**src/rtl/comp_scan_pkg.sv**
```systemverilog
// Shared definitions for the comparator scan sequencer: FSM state
// encoding, mux settling time, timeout sentinel and strip index helpers.
package comp_scan_pkg;

    typedef enum logic [3:0] {
        S_IDLE,
        S_SETUP,
        S_CLR,
        S_FIRE,
        S_WAIT_RDY,
        S_SETTLE,
        S_CAPTURE,
        S_REPORT,
        S_DONE
    } scan_state_t;

    // Cycles the pulse mux is held on a new strip before the counter is cleared.
    localparam int unsigned MUX_SETTLE_CYC = 4;

    // Error count reported for a strip whose pulser never became ready.
    localparam logic [31:0] TIMEOUT_SENTINEL = 32'hFFFF_FFFF;

    // Fold a 4-bit strip index into the 0..n-1 channel range.
    function automatic logic [3:0] strip_mod(input logic [3:0] idx, input int unsigned n);
        return 4'(32'(idx) % n);
    endfunction

    // Next strip index, wrapping at n.
    function automatic logic [3:0] strip_inc(input logic [3:0] idx, input int unsigned n);
        return ((32'(idx) + 32'd1) >= n) ? 4'd0 : (idx + 4'd1);
    endfunction

endpackage

```
**src/rtl/scan_pulse_counter.sv**
```systemverilog
// Loadable down-counter with zero / last flags. Used for the per-strip
// pulse count and for the post-pulse settle delay.
module scan_pulse_counter #(
    parameter int unsigned W = 16
) (
    input  logic         clk,
    input  logic         _reset,
    input  logic         load,
    input  logic         dec,
    input  logic [W-1:0] load_val,
    output logic         zero,
    output logic         last
);

    logic [W-1:0] cnt;

    // Count register: load wins over decrement; saturates at zero.
    always_ff @(posedge clk or negedge _reset) begin
        if (!_reset) begin
            cnt <= '0;
        end else if (load) begin
            cnt <= load_val;
        end else if (dec && (cnt != '0)) begin
            cnt <= cnt - W'(1);
        end
    end

    // Status flags decoded from the current count.
    always_comb begin
        zero = (cnt == '0);
        last = (cnt == W'(1));
    end

endmodule

```
**src/rtl/comp_scan_sequencer.sv**
```systemverilog
// Comparator scan sequencer: steps the pulse mux across a strip range,
// clears the injector error counter, fires a number of pulses per strip,
// waits a settle delay and hands the captured error count out over a
// valid/ready interface.
// Optional feature: define SCAN_TIMEOUT_EN to bound the pulser_ready waits
// with TIMEOUT_CYC cycles and add the sticky timeout_err output.
module comp_scan_sequencer
    import comp_scan_pkg::*;
#(
    parameter int unsigned NSTRIPS     = 16,
    parameter int unsigned TIMEOUT_CYC = 4095
) (
    input  logic               clk,
    input  logic               _reset,
    input  logic               start,
    input  logic               abort,
    input  logic [3:0]         strip_first,
    input  logic [3:0]         strip_last,
    input  logic [15:0]        npulses,
    input  logic [7:0]         settle,
    input  logic               pulser_ready,
    input  logic [31:0]        errcnt,
    output logic               fire_pulse,
    output logic               errcnt_rst,
    output logic [NSTRIPS-1:0] mux_sel,
    output logic               res_valid,
    input  logic               res_ready,
    output logic [3:0]         res_strip,
    output logic [31:0]        res_errcnt,
    output logic               busy,
    output logic               done
`ifdef SCAN_TIMEOUT_EN
    ,
    output logic               timeout_err
`endif
);

    localparam logic [NSTRIPS-1:0] SEL_LSB   = NSTRIPS'(1);
    localparam logic [1:0]         SETUP_END = 2'(MUX_SETTLE_CYC - 1);

    // Parameter sanity at elaboration.
    if ((NSTRIPS < 2) || (NSTRIPS > 16) || (TIMEOUT_CYC < 1)) begin : g_param_check
        $error("comp_scan_sequencer: NSTRIPS must be 2..16 and TIMEOUT_CYC >= 1");
    end

    scan_state_t state, state_nxt;

    logic [3:0]  strip_idx;
    logic [3:0]  strip_last_l;
    logic [15:0] npulses_l;
    logic [7:0]  settle_l;
    logic [1:0]  setup_cnt;
    logic        seen_low;

    logic pls_load, pls_dec, pls_zero, pls_last;
    logic set_load, set_dec, set_zero, set_last;
    logic tmo_hit;
    logic tmo_flag;

    scan_pulse_counter #(.W(16)) u_pulse_cnt (
        .clk      (clk),
        ._reset   (_reset),
        .load     (pls_load),
        .dec      (pls_dec),
        .load_val (npulses_l),
        .zero     (pls_zero),
        .last     (pls_last)
    );

    scan_pulse_counter #(.W(8)) u_settle_cnt (
        .clk      (clk),
        ._reset   (_reset),
        .load     (set_load),
        .dec      (set_dec),
        .load_val (settle_l),
        .zero     (set_zero),
        .last     (set_last)
    );

    // State register.
    always_ff @(posedge clk or negedge _reset) begin
        if (!_reset) begin
            state <= S_IDLE;
        end else begin
            state <= state_nxt;
        end
    end

    // Next-state and strobe decode; abort overrides everything at the end.
    always_comb begin
        state_nxt  = state;
        fire_pulse = 1'b0;
        errcnt_rst = 1'b0;
        res_valid  = 1'b0;
        done       = 1'b0;
        pls_load   = 1'b0;
        pls_dec    = 1'b0;
        set_load   = 1'b0;
        set_dec    = 1'b0;
        case (state)
            S_IDLE: begin
                if (start) state_nxt = S_SETUP;
            end
            S_SETUP: begin
                if (setup_cnt == SETUP_END) state_nxt = S_CLR;
            end
            S_CLR: begin
                errcnt_rst = 1'b1;
                pls_load   = 1'b1;
                state_nxt  = S_FIRE;
            end
            S_FIRE: begin
                if (tmo_hit) begin
                    state_nxt = S_CAPTURE;
                end else if (pulser_ready) begin
                    fire_pulse = 1'b1;
                    state_nxt  = S_WAIT_RDY;
                end
            end
            S_WAIT_RDY: begin
                if (tmo_hit) begin
                    state_nxt = S_CAPTURE;
                end else if (seen_low && pulser_ready) begin
                    pls_dec = 1'b1;
                    // Decision uses the pre-decrement count: last==1 means it reaches zero now.
                    if (pls_last || pls_zero) begin
                        if (settle_l == 8'd0) begin
                            state_nxt = S_CAPTURE;
                        end else begin
                            set_load  = 1'b1;
                            state_nxt = S_SETTLE;
                        end
                    end else begin
                        state_nxt = S_FIRE;
                    end
                end
            end
            S_SETTLE: begin
                set_dec = 1'b1;
                if (set_last || set_zero) state_nxt = S_CAPTURE;
            end
            S_CAPTURE: begin
                state_nxt = S_REPORT;
            end
            S_REPORT: begin
                res_valid = 1'b1;
                if (res_ready) begin
                    state_nxt = (strip_idx == strip_last_l) ? S_DONE : S_SETUP;
                end
            end
            S_DONE: begin
                done      = 1'b1;
                state_nxt = S_IDLE;
            end
            default: state_nxt = S_IDLE;
        endcase
        if (abort) begin
            state_nxt  = S_IDLE;
            fire_pulse = 1'b0;
            errcnt_rst = 1'b0;
            res_valid  = 1'b0;
            done       = 1'b0;
            pls_load   = 1'b0;
            pls_dec    = 1'b0;
            set_load   = 1'b0;
            set_dec    = 1'b0;
        end
    end

    // Level outputs derived from the current state.
    always_comb begin
        busy    = (state != S_IDLE);
        mux_sel = (state == S_IDLE) ? '0 : (SEL_LSB << strip_idx);
    end

    // Configuration latch, strip stepping, mux settle count and result capture.
    always_ff @(posedge clk or negedge _reset) begin
        if (!_reset) begin
            strip_idx    <= '0;
            strip_last_l <= '0;
            npulses_l    <= '0;
            settle_l     <= '0;
            setup_cnt    <= '0;
            seen_low     <= 1'b0;
            res_strip    <= '0;
            res_errcnt   <= '0;
        end else begin
            case (state)
                S_IDLE: begin
                    if (start && !abort) begin
                        strip_idx    <= strip_mod(strip_first, NSTRIPS);
                        strip_last_l <= strip_mod(strip_last, NSTRIPS);
                        npulses_l    <= (npulses == 16'd0) ? 16'd1 : npulses;
                        settle_l     <= settle;
                        setup_cnt    <= '0;
                    end
                end
                S_SETUP: begin
                    setup_cnt <= setup_cnt + 2'd1;
                end
                S_FIRE: begin
                    if (fire_pulse) seen_low <= 1'b0;
                end
                S_WAIT_RDY: begin
                    if (!pulser_ready) seen_low <= 1'b1;
                end
                S_CAPTURE: begin
                    res_strip  <= strip_idx;
                    res_errcnt <= tmo_flag ? TIMEOUT_SENTINEL : errcnt;
                end
                S_REPORT: begin
                    if (res_ready && !abort && (strip_idx != strip_last_l)) begin
                        strip_idx <= strip_inc(strip_idx, NSTRIPS);
                        setup_cnt <= '0;
                    end
                end
                default: ;
            endcase
        end
    end

`ifdef SCAN_TIMEOUT_EN
    localparam int unsigned TMO_W = $clog2(TIMEOUT_CYC + 1);

    logic [TMO_W-1:0] tmo_cnt;
    logic             in_wait;

    // Timeout fires on the TIMEOUT_CYC-th consecutive cycle spent waiting on one pulse.
    always_comb begin
        in_wait = (state == S_FIRE) || (state == S_WAIT_RDY);
        tmo_hit = in_wait && (tmo_cnt == TMO_W'(TIMEOUT_CYC - 1));
    end

    // Wait-cycle counter, per-strip timeout flag and sticky timeout_err.
    always_ff @(posedge clk or negedge _reset) begin
        if (!_reset) begin
            tmo_cnt     <= '0;
            tmo_flag    <= 1'b0;
            timeout_err <= 1'b0;
        end else begin
            if (in_wait && !pls_dec && !tmo_hit) begin
                tmo_cnt <= tmo_cnt + TMO_W'(1);
            end else begin
                tmo_cnt <= '0;
            end
            if (state == S_CLR) begin
                tmo_flag <= 1'b0;
            end else if (tmo_hit && !abort) begin
                tmo_flag <= 1'b1;
            end
            if ((state == S_IDLE) && start && !abort) begin
                timeout_err <= 1'b0;
            end else if (tmo_hit && !abort) begin
                timeout_err <= 1'b1;
            end
        end
    end
`else
    always_comb begin
        tmo_hit  = 1'b0;
        tmo_flag = 1'b0;
    end
`endif

endmodule
```
**config.mk**
```make
export PLATFORM = sky130hd
export DESIGN_NAME = comp_scan_sequencer
export DESIGN_NICKNAME = d
export VERILOG_FILES = /design/src/rtl/comp_scan_pkg.sv /design/src/rtl/scan_pulse_counter.sv /design/src/rtl/comp_scan_sequencer.sv
export SDC_FILE = /design/constraint.sdc
export NUM_CORES = 1
export LEC_CHECK = 0
export CAP_MARGIN = 10
export CORE_ASPECT_RATIO = 0.6
export CORE_UTILIZATION = 40
export DETAILED_ROUTE_END_ITERATION = 10
export GPL_ROUTABILITY_DRIVEN = 0
export GPL_TIMING_DRIVEN = 0
export PLACE_DENSITY = 0.67
export SYNTH_ARGS = -nofsm -noshare
export SYNTH_HDL_FRONTEND = slang
export SYNTH_SLANG_ARGS = --single-unit
```
**constraint.sdc**
```tcl
create_clock -name clk -period 3.1 [get_ports clk]
set_clock_uncertainty 0.15 [all_clocks]
set_input_delay 0.465 -clock clk [delete_from_list [all_inputs] [get_ports clk]]
set_output_delay 0.465 -clock clk [all_outputs]
set_load 0.01 [all_outputs]
```
==> results of run 1 <==
==> synth_stat cells, types with 2 or more instances <==
| master | count |
|---|---|
| nand4_1 | 5 |
| and3_1 | 19 |
| o21ai_0 | 12 |
| buf_6 | 3 |
| mux2_4 | 8 |
| ha_1 | 12 |
| nor2_1 | 26 |
| dfrtp_1 | 99 |
| a21oi_1 | 15 |
| inv_1 | 20 |
| and2_1 | 4 |
| a211oi_1 | 2 |
| a211o_1 | 2 |
| mux2_2 | 58 |
| nor3_1 | 8 |
| nor4b_4 | 2 |
| a221oi_1 | 2 |
| mux2i_1 | 2 |
| buf_4 | 4 |
| nor4_1 | 8 |
| nand2_1 | 30 |
| a41oi_1 | 2 |
| clkbuf_1 | 4 |
| nor4b_1 | 3 |
| nand3_1 | 11 |
| nand4_2 | 2 |
| nor2b_1 | 4 |
| nand2b_1 | 3 |
| or4_1 | 5 |
| a221o_1 | 4 |
| o311ai_0 | 3 |
| buf_2 | 10 |
| a21o_1 | 3 |
| o31ai_1 | 2 |
| a32oi_1 | 3 |
| o22ai_1 | 2 |
| o211ai_1 | 8 |
| xnor2_1 | 9 |
| or2_2 | 2 |
==> power by group <==
group	total (W)	internal (W)	switching, W
clock	0.00107	0.000558	0.000514
combinational	0.00206	0.00112	0.000938
sequential	0.00219	0.00178	0.000409
==> layout make-up <==
type                       count  area (um^2)  area share [%]
buffer                        21          129            1.88
clock buffer                   9          225            3.28
clock inverter                 7         56.3           0.820
timing repair buffer         127         1290            18.7
sequential                    99         2480            36.1
inverter                      21         78.8            1.15
tap                          165          206            3.01
multi-input combinational    305         2400            35.0
==> cell families (layout without fill, tap and decap cells) <==
family / after synthesis / count (layout) / synth area share [%]
buffers and inverters: 42 / 185 / 4.09
and+or+nand+nor: 141 / 141 / 16.1
DFF: 99 / 99 / 48.8
adders and majority gates: 12 / 12 / 2.96
muxes: 68 / 68 / 15.6
AOI/OAI and AO/OA: 74 / 74 / 10.7
xor gates and xnor gates: 10 / 10 / 1.73
==> how the worst max path moves through the flow <==
stage | start | to | slack [ps] | cells after the start
floorplan | state[0] | u_pulse_cnt.cnt[9] | 1000 | 7
global placement | _reset | res_errcnt[29] | -2300 | 1
detailed placement | pulser_ready | fire_pulse | 150 | 4
CTS | state[0] | errcnt_rst | 40 | 7
global route | strip_idx[3] | mux_sel[8] | 40 | 5
finish | state[0] | errcnt_rst | 150 | 7
==> flip-flops by register name (all words and copies together), names as in the netlist <==
| name | cells |
|---|---|
| state | 4 |
| npulses_l | 16 |
| u_settle_cnt.cnt | 8 |
| strip_last_l | 4 |
| u_pulse_cnt.cnt | 16 |
| settle_l | 8 |
| strip_idx | 4 |
| res_strip | 4 |
| seen_low | 1 |
| res_errcnt | 32 |
| setup_cnt | 2 |
==> stage by stage <==
step	setup WS [ps]	util, %
2_1_floorplan	997	-
3_3_place_gp	-2300	53.5
3_5_place_dp	155	53.7
4_1_cts	38.1	56.1
5_1_grt	40.1	56.2
6_report	150	56.2
==> routing by layer <==
metal | wire length, um | vias to the layer above
li1 | - | 1916
met1 | 6330 | 1931
met2 | 5110 | 173
met3 | 1010 | 10
met4 | 93 | 0
met5 | 0 | -
==> what timing repair did <==
item	CTS	global route
endpoints found under the setup margin	0	2
endpoints found under the hold margin	29	0
hold buffers	1	0
gates resized for setup	0	3
==> worst max-delay path: stages, from the launching register on <==
cell             delay, ps
dfrtp_1                410
buf_4                  190
nand2b_1               170
nor2_1                 120
nand2_2                160
inv_1                  120
buf_2                  240
clkdlybuf4s50_1        580
==> run_results.csv, run 1 <==
group,metric,value,unit
yosys,synth_edf_count,0,
yosys,synth_top_area_share,48.8,%
global_route,grt_pass1_wl,20200,um
yosys,synth_cell_types,64,
clock_network,ctsHtreeMaxLevel,3,
detailed_routing,ant_nets,0,
detailed_routing,dr_total_vias,4030,
cells_and_area,area_delta_synth_final,35.2,%
global_route,antenna_found_initial,0,
setup_path,r2r_start,"u_pulse_cnt.cnt[10]",
sta,fin_hold_ws,330,ps
clock_network,numCtsBuffers,9,
floorplan,io_pins,127,
cells_and_area,design_area,6860,um^2
yosys,synth_seq_area_share,48.8,%
global_route,grt_use_met1,29.2,%
outcome,status,"completed",
setup_path,path_class,"reg -> out",
power_and_ir_drop,power.density,775,nW/um^2
detailed_routing,viasPerCell,5.34,
yosys,yosys.area.top_type,"dfrtp_1",
cells_and_area,fin_cells,754,
sta,finalHoldViolCount,0,
clock_network,postCtsSetupRepairBufs,0,
placed_design,io_buffers,125,
sta,fin_crit_sh,95.2,%
sta,grt_setup_unrepaired,"no",
yosys,synth-async-reset-ratio,100,%
sta,timing.fmax,339,MHz
global_route,grt_overflow,0,
min_path,hold_end,"state[3]",
cells_and_area,antennaDiodeCount,0,
setup_path,r2r_slack,650,ps
clock_network,clock_path_buffers,2,
global_route,busiest_layer,"met1",
yosys,synth_area,5080,um^2
floorplan,die-width,147,um
global_route,grt_max_degree,71,
cells_and_area,nNetsFinal,666,
floorplan,rows,31,
placed_design,placed_cells,737,
detailed_routing,wl_per_cell,16.6,um
floorplan,core-area,12200,um^2
placed_design,dp_hpwl,9320,um
detailed_routing,dr.pass1.iters,4,
cells_and_area,mostFrequentLayoutCell,"clkdlybuf4s50_1",
power_and_ir_drop,power,0.00532,W
min_path,hold_class,"in -> reg",
global_route,grt_pass1_vias,3930,
power_and_ir_drop,peakVddDrop,0.000360,V
cells_and_area,fillers,1077,
setup_path,r2r_end,"u_pulse_cnt.cnt[5]",
clock_network,clk_latency,340,ps
detailed_routing,drtIter0Drc,239,
sta,tns,0,ps
clock_network,numClockSinks,99,
detailed_routing,wirelength,12500,um
setup_path,end_kind,"output pin",
clock_network,clockRootBuffer,"clkbuf_16",
yosys,yosysWarnings,0,
run,maxCapViolations,0,
yosys,avgSynthCellArea,11.4,um^2
clock_network,cts_tree,"built",
global_route,track_usage,19.8,%
yosys,synth_area_leaders,"dfrtp_1, mux2_2, ha_1",
sta,finalSetupViolations,0,
cells_and_area,layout_common_cells,"clkdlybuf4s50_1, dfrtp_1, mux2_2",
global_route,grtUsageMet3,5.51,%
cells_and_area,drive_gt1_share,20.5,%
floorplan,die_area,13200,um^2
yosys,syn_nets,528,
sta,slew_headroom,49.7,%
yosys,synth_ff_type,"dfrtp_1",
detailed_routing,drc,0,
power_and_ir_drop,p_leak,3.05,nW
sta,worst_pin_slew,748,ps
setup_path,crit_arrival,2340,ps
setup_path,start_kind,"flop",
floorplan,dieHeight,89.3,um
min_path,min-delay-start,"abort",
setup_path,worstPathRequired,2480,ps
floorplan,start_util,41.6,%
clock_network,cts.clk_slew.worst_paths,60,ps
yosys,synthCells,446,
placed_design,place_area,6560,um^2
yosys,ys_seq_elements,99,
setup_path,crit_fanout,10,
min_path,hold_depth,2,
setup_path,r2r_cells,5,
sta,layout_min_cycle_time,2950,ps
global_route,met2_usage,28.9,%
sta,drv_slew,0,
No activity file was read; power rests on OpenSTA's default activity.
==> run 2, diff against run 1 <==
HOLD_SLACK_MARGIN = 0.06   (was unset)
REMOVE_ABC_BUFFERS = 1   (was unset)
==> run_results.csv, run 2 (synthesis gave the netlist of run 1 again) <==
group,metric,value,unit
sta,timing.fmax,337,MHz
cells_and_area,reg_top3,"res_errcnt: 32 flops, npulses_l: 16 flops, u_pulse_cnt.cnt: 16 flops",
setup_path,worst_path_largest_cell_delay,720,ps
cells_and_area,multi_input_area,2410,um^2
clock_network,numCtsBuffers,9,
clock_network,clockRootBuffer,"clkbuf_16",
floorplan,core-area,12200,um^2
setup_path,crit_fanout,16,
power_and_ir_drop,peakVddDrop,0.000319,V
cells_and_area,top_register,"res_errcnt",
detailed_routing,ant_nets,0,
cells_and_area,mostFrequentLayoutCell,"clkdlybuf4s50_1",
cells_and_area,layout_common_cells,"clkdlybuf4s50_1, dfrtp_1, mux2_2",
placed_design,place_area,6490,um^2
placed_design,dp_hpwl,8680,um
global_route,antenna_found_initial,0,
global_route,grt_pass1_vias,3728,
sta,fin_crit_sh,95.7,%
min_path,hold_class,"reg -> reg",
sta,drv_slew,0,
placed_design,io_buffers,126,
global_route,track_usage,18.6,%
floorplan,dieHeight,89.3,um
sta,finalHoldViolCount,0,
setup_path,end_kind,"output pin",
power_and_ir_drop,power.switching,0.00179,W
setup_path,worstPathRequired,2480,ps
clock_network,numClockSinks,99,
floorplan,io_pins,127,
floorplan,start_util,41.6,%
cells_and_area,design_area,6810,um^2
sta,finalSetupViolations,0,
outcome,status,"completed",
clock_network,clk_latency,350,ps
global_route,grt_overflow,0,
floorplan,die_area,13200,um^2
clock_network,clock_path_buffers,2,
sta,worst_pin_slew,865,ps
global_route,grt_pass1_wl,19000,um
setup_path,cp_slowest_cell,"dfrtp_1",
global_route,grt_max_degree,70,
setup_path,crit_arrival,2350,ps
cells_and_area,drive_gt1_share,19.2,%
setup_path,start_kind,"flop",
cells_and_area,nNetsFinal,649,
floorplan,die-width,147,um
setup_path,path_class,"reg -> out",
detailed_routing,viasPerCell,5.31,
cells_and_area,largest_register_ffs,32,
floorplan,rows,31,
power_and_ir_drop,p_leak,2.98,nW
power_and_ir_drop,sw_frac_of_total,34.2,%
cells_and_area,area_delta_synth_final,34.1,%
sta,layout_min_cycle_time,2970,ps
power_and_ir_drop,power.density,768,nW/um^2
cells_and_area,fin_cells,737,
detailed_routing,dr.pass1.iters,5,
detailed_routing,wl_per_cell,16.1,um
power_and_ir_drop,clockPowerShare,20.2,%
power_and_ir_drop,p_comb_share,36.9,%
sta,grt_setup_unrepaired,"no",
power_and_ir_drop,power.share.sequential,42.9,%
detailed_routing,drtIter0Drc,220,
sta,slew_headroom,41.8,%
cells_and_area,fillers,1042,
clock_network,ctsHtreeMaxLevel,3,
cells_and_area,seq_area,2480,um^2
detailed_routing,drc,0,
power_and_ir_drop,p_int,0.00344,W
cells_and_area,antennaDiodeCount,0,
placed_design,placed_cells,719,
detailed_routing,dr_total_vias,3910,
run,maxCapViolations,0,
detailed_routing,wirelength,11900,um
clock_network,postCtsSetupRepairBufs,0,
clock_network,cts_tree,"built",
setup_path,worstPathCellList,"nor2_1, nand2_2, clkinvlp_4, clkdlybuf4s50_1",
clock_network,cts.clk_slew.worst_paths,70,ps
[run 2: cell type report]
class / count / area share (%)
Clock inverter: 6 / 0.588
Inverter: 21 / 1.21
Clock buffer: 10 / 3.51
Multi-Input combinational cell: 305 / 35.3
Timing Repair Buffer: 130 / 19.8
Tap cell: 165 / 3.03
Timing Repair inverter: 1 / 0.0735
Sequential cell: 99 / 36.5
[run 2: power groups by stage]
stage	Clock, W	Sequential (W)	Combinational, W
floorplan	0	0.00220	0.00112
global placement	0	0.00223	0.00185
detailed placement	0	0.00226	0.00192
CTS	0.00109	0.00224	0.00194
global route	0.00114	0.00232	0.00213
finish	0.00106	0.00224	0.00193
[run 2: worst paths after layout]
path / startpoint / slack (ps) / depth (start not counted) / to
setup / recovery: state[2] / 130 / 4 / errcnt_rst
hold / removal: u_pulse_cnt.cnt[7] / 350 / 1 / u_pulse_cnt.cnt[7]
setup reg to reg: state[2] / 510 / 5 / u_pulse_cnt.cnt[9]
hold reg to reg: u_pulse_cnt.cnt[7] / 350 / 1 / u_pulse_cnt.cnt[7]
max in group asynchronous: _reset / 1670 / 3 / npulses_l[9]
min in group asynchronous: _reset / 460 / 2 / u_settle_cnt.cnt[1]
[run 2: critical path: cells and delay by family, from the launching register on]
kind	cells	cell delay, ps
flops	1	720
buf+inv	2	900
simple gates	2	380
[run 2: layer usage]
layer | vias to the layer above | wire [um] | GRT usage, %
met5 | - | 0 | 0
met4 | 0 | 104 | 4.78
met3 | 9 | 569 | 4.90
met2 | 97 | 5010 | 26.6
met1 | 1922 | 6170 | 27.9
li1 | 1882 | - | -
[run 2: timing repair]
action                                  CTS  global route
endpoints found under the setup margin    2             1
hold endpoints to repair                 30             0
pin swaps                                 0             0
gates cloned                              1             0
resized for setup                         3             4
hold buffers                              1             0
[run 2: through the flow]
stage	total power, W	hold WS [ps]	utilization (%)	setup TNS [ps]	setup WS [ps]
final	0.00523	346	55.7	0	132
after global routing	0.00560	371	55.7	0	25.6
after CTS	0.00527	350	55.7	0	14.1
after detailed placement	0.00418	293	53.1	-373	-373
after global placement	0.00408	323	52.5	-237650	-2400
after floorplan	0.00332	19.4	-	0	654
==> run 3, diff against run 2 <==
ABC_CLOCK_PERIOD_IN_PS = 3100   (was unset)
==> results of run 3 <==
Same layout as run 2: the final DEF is identical, and so are final timing and power.
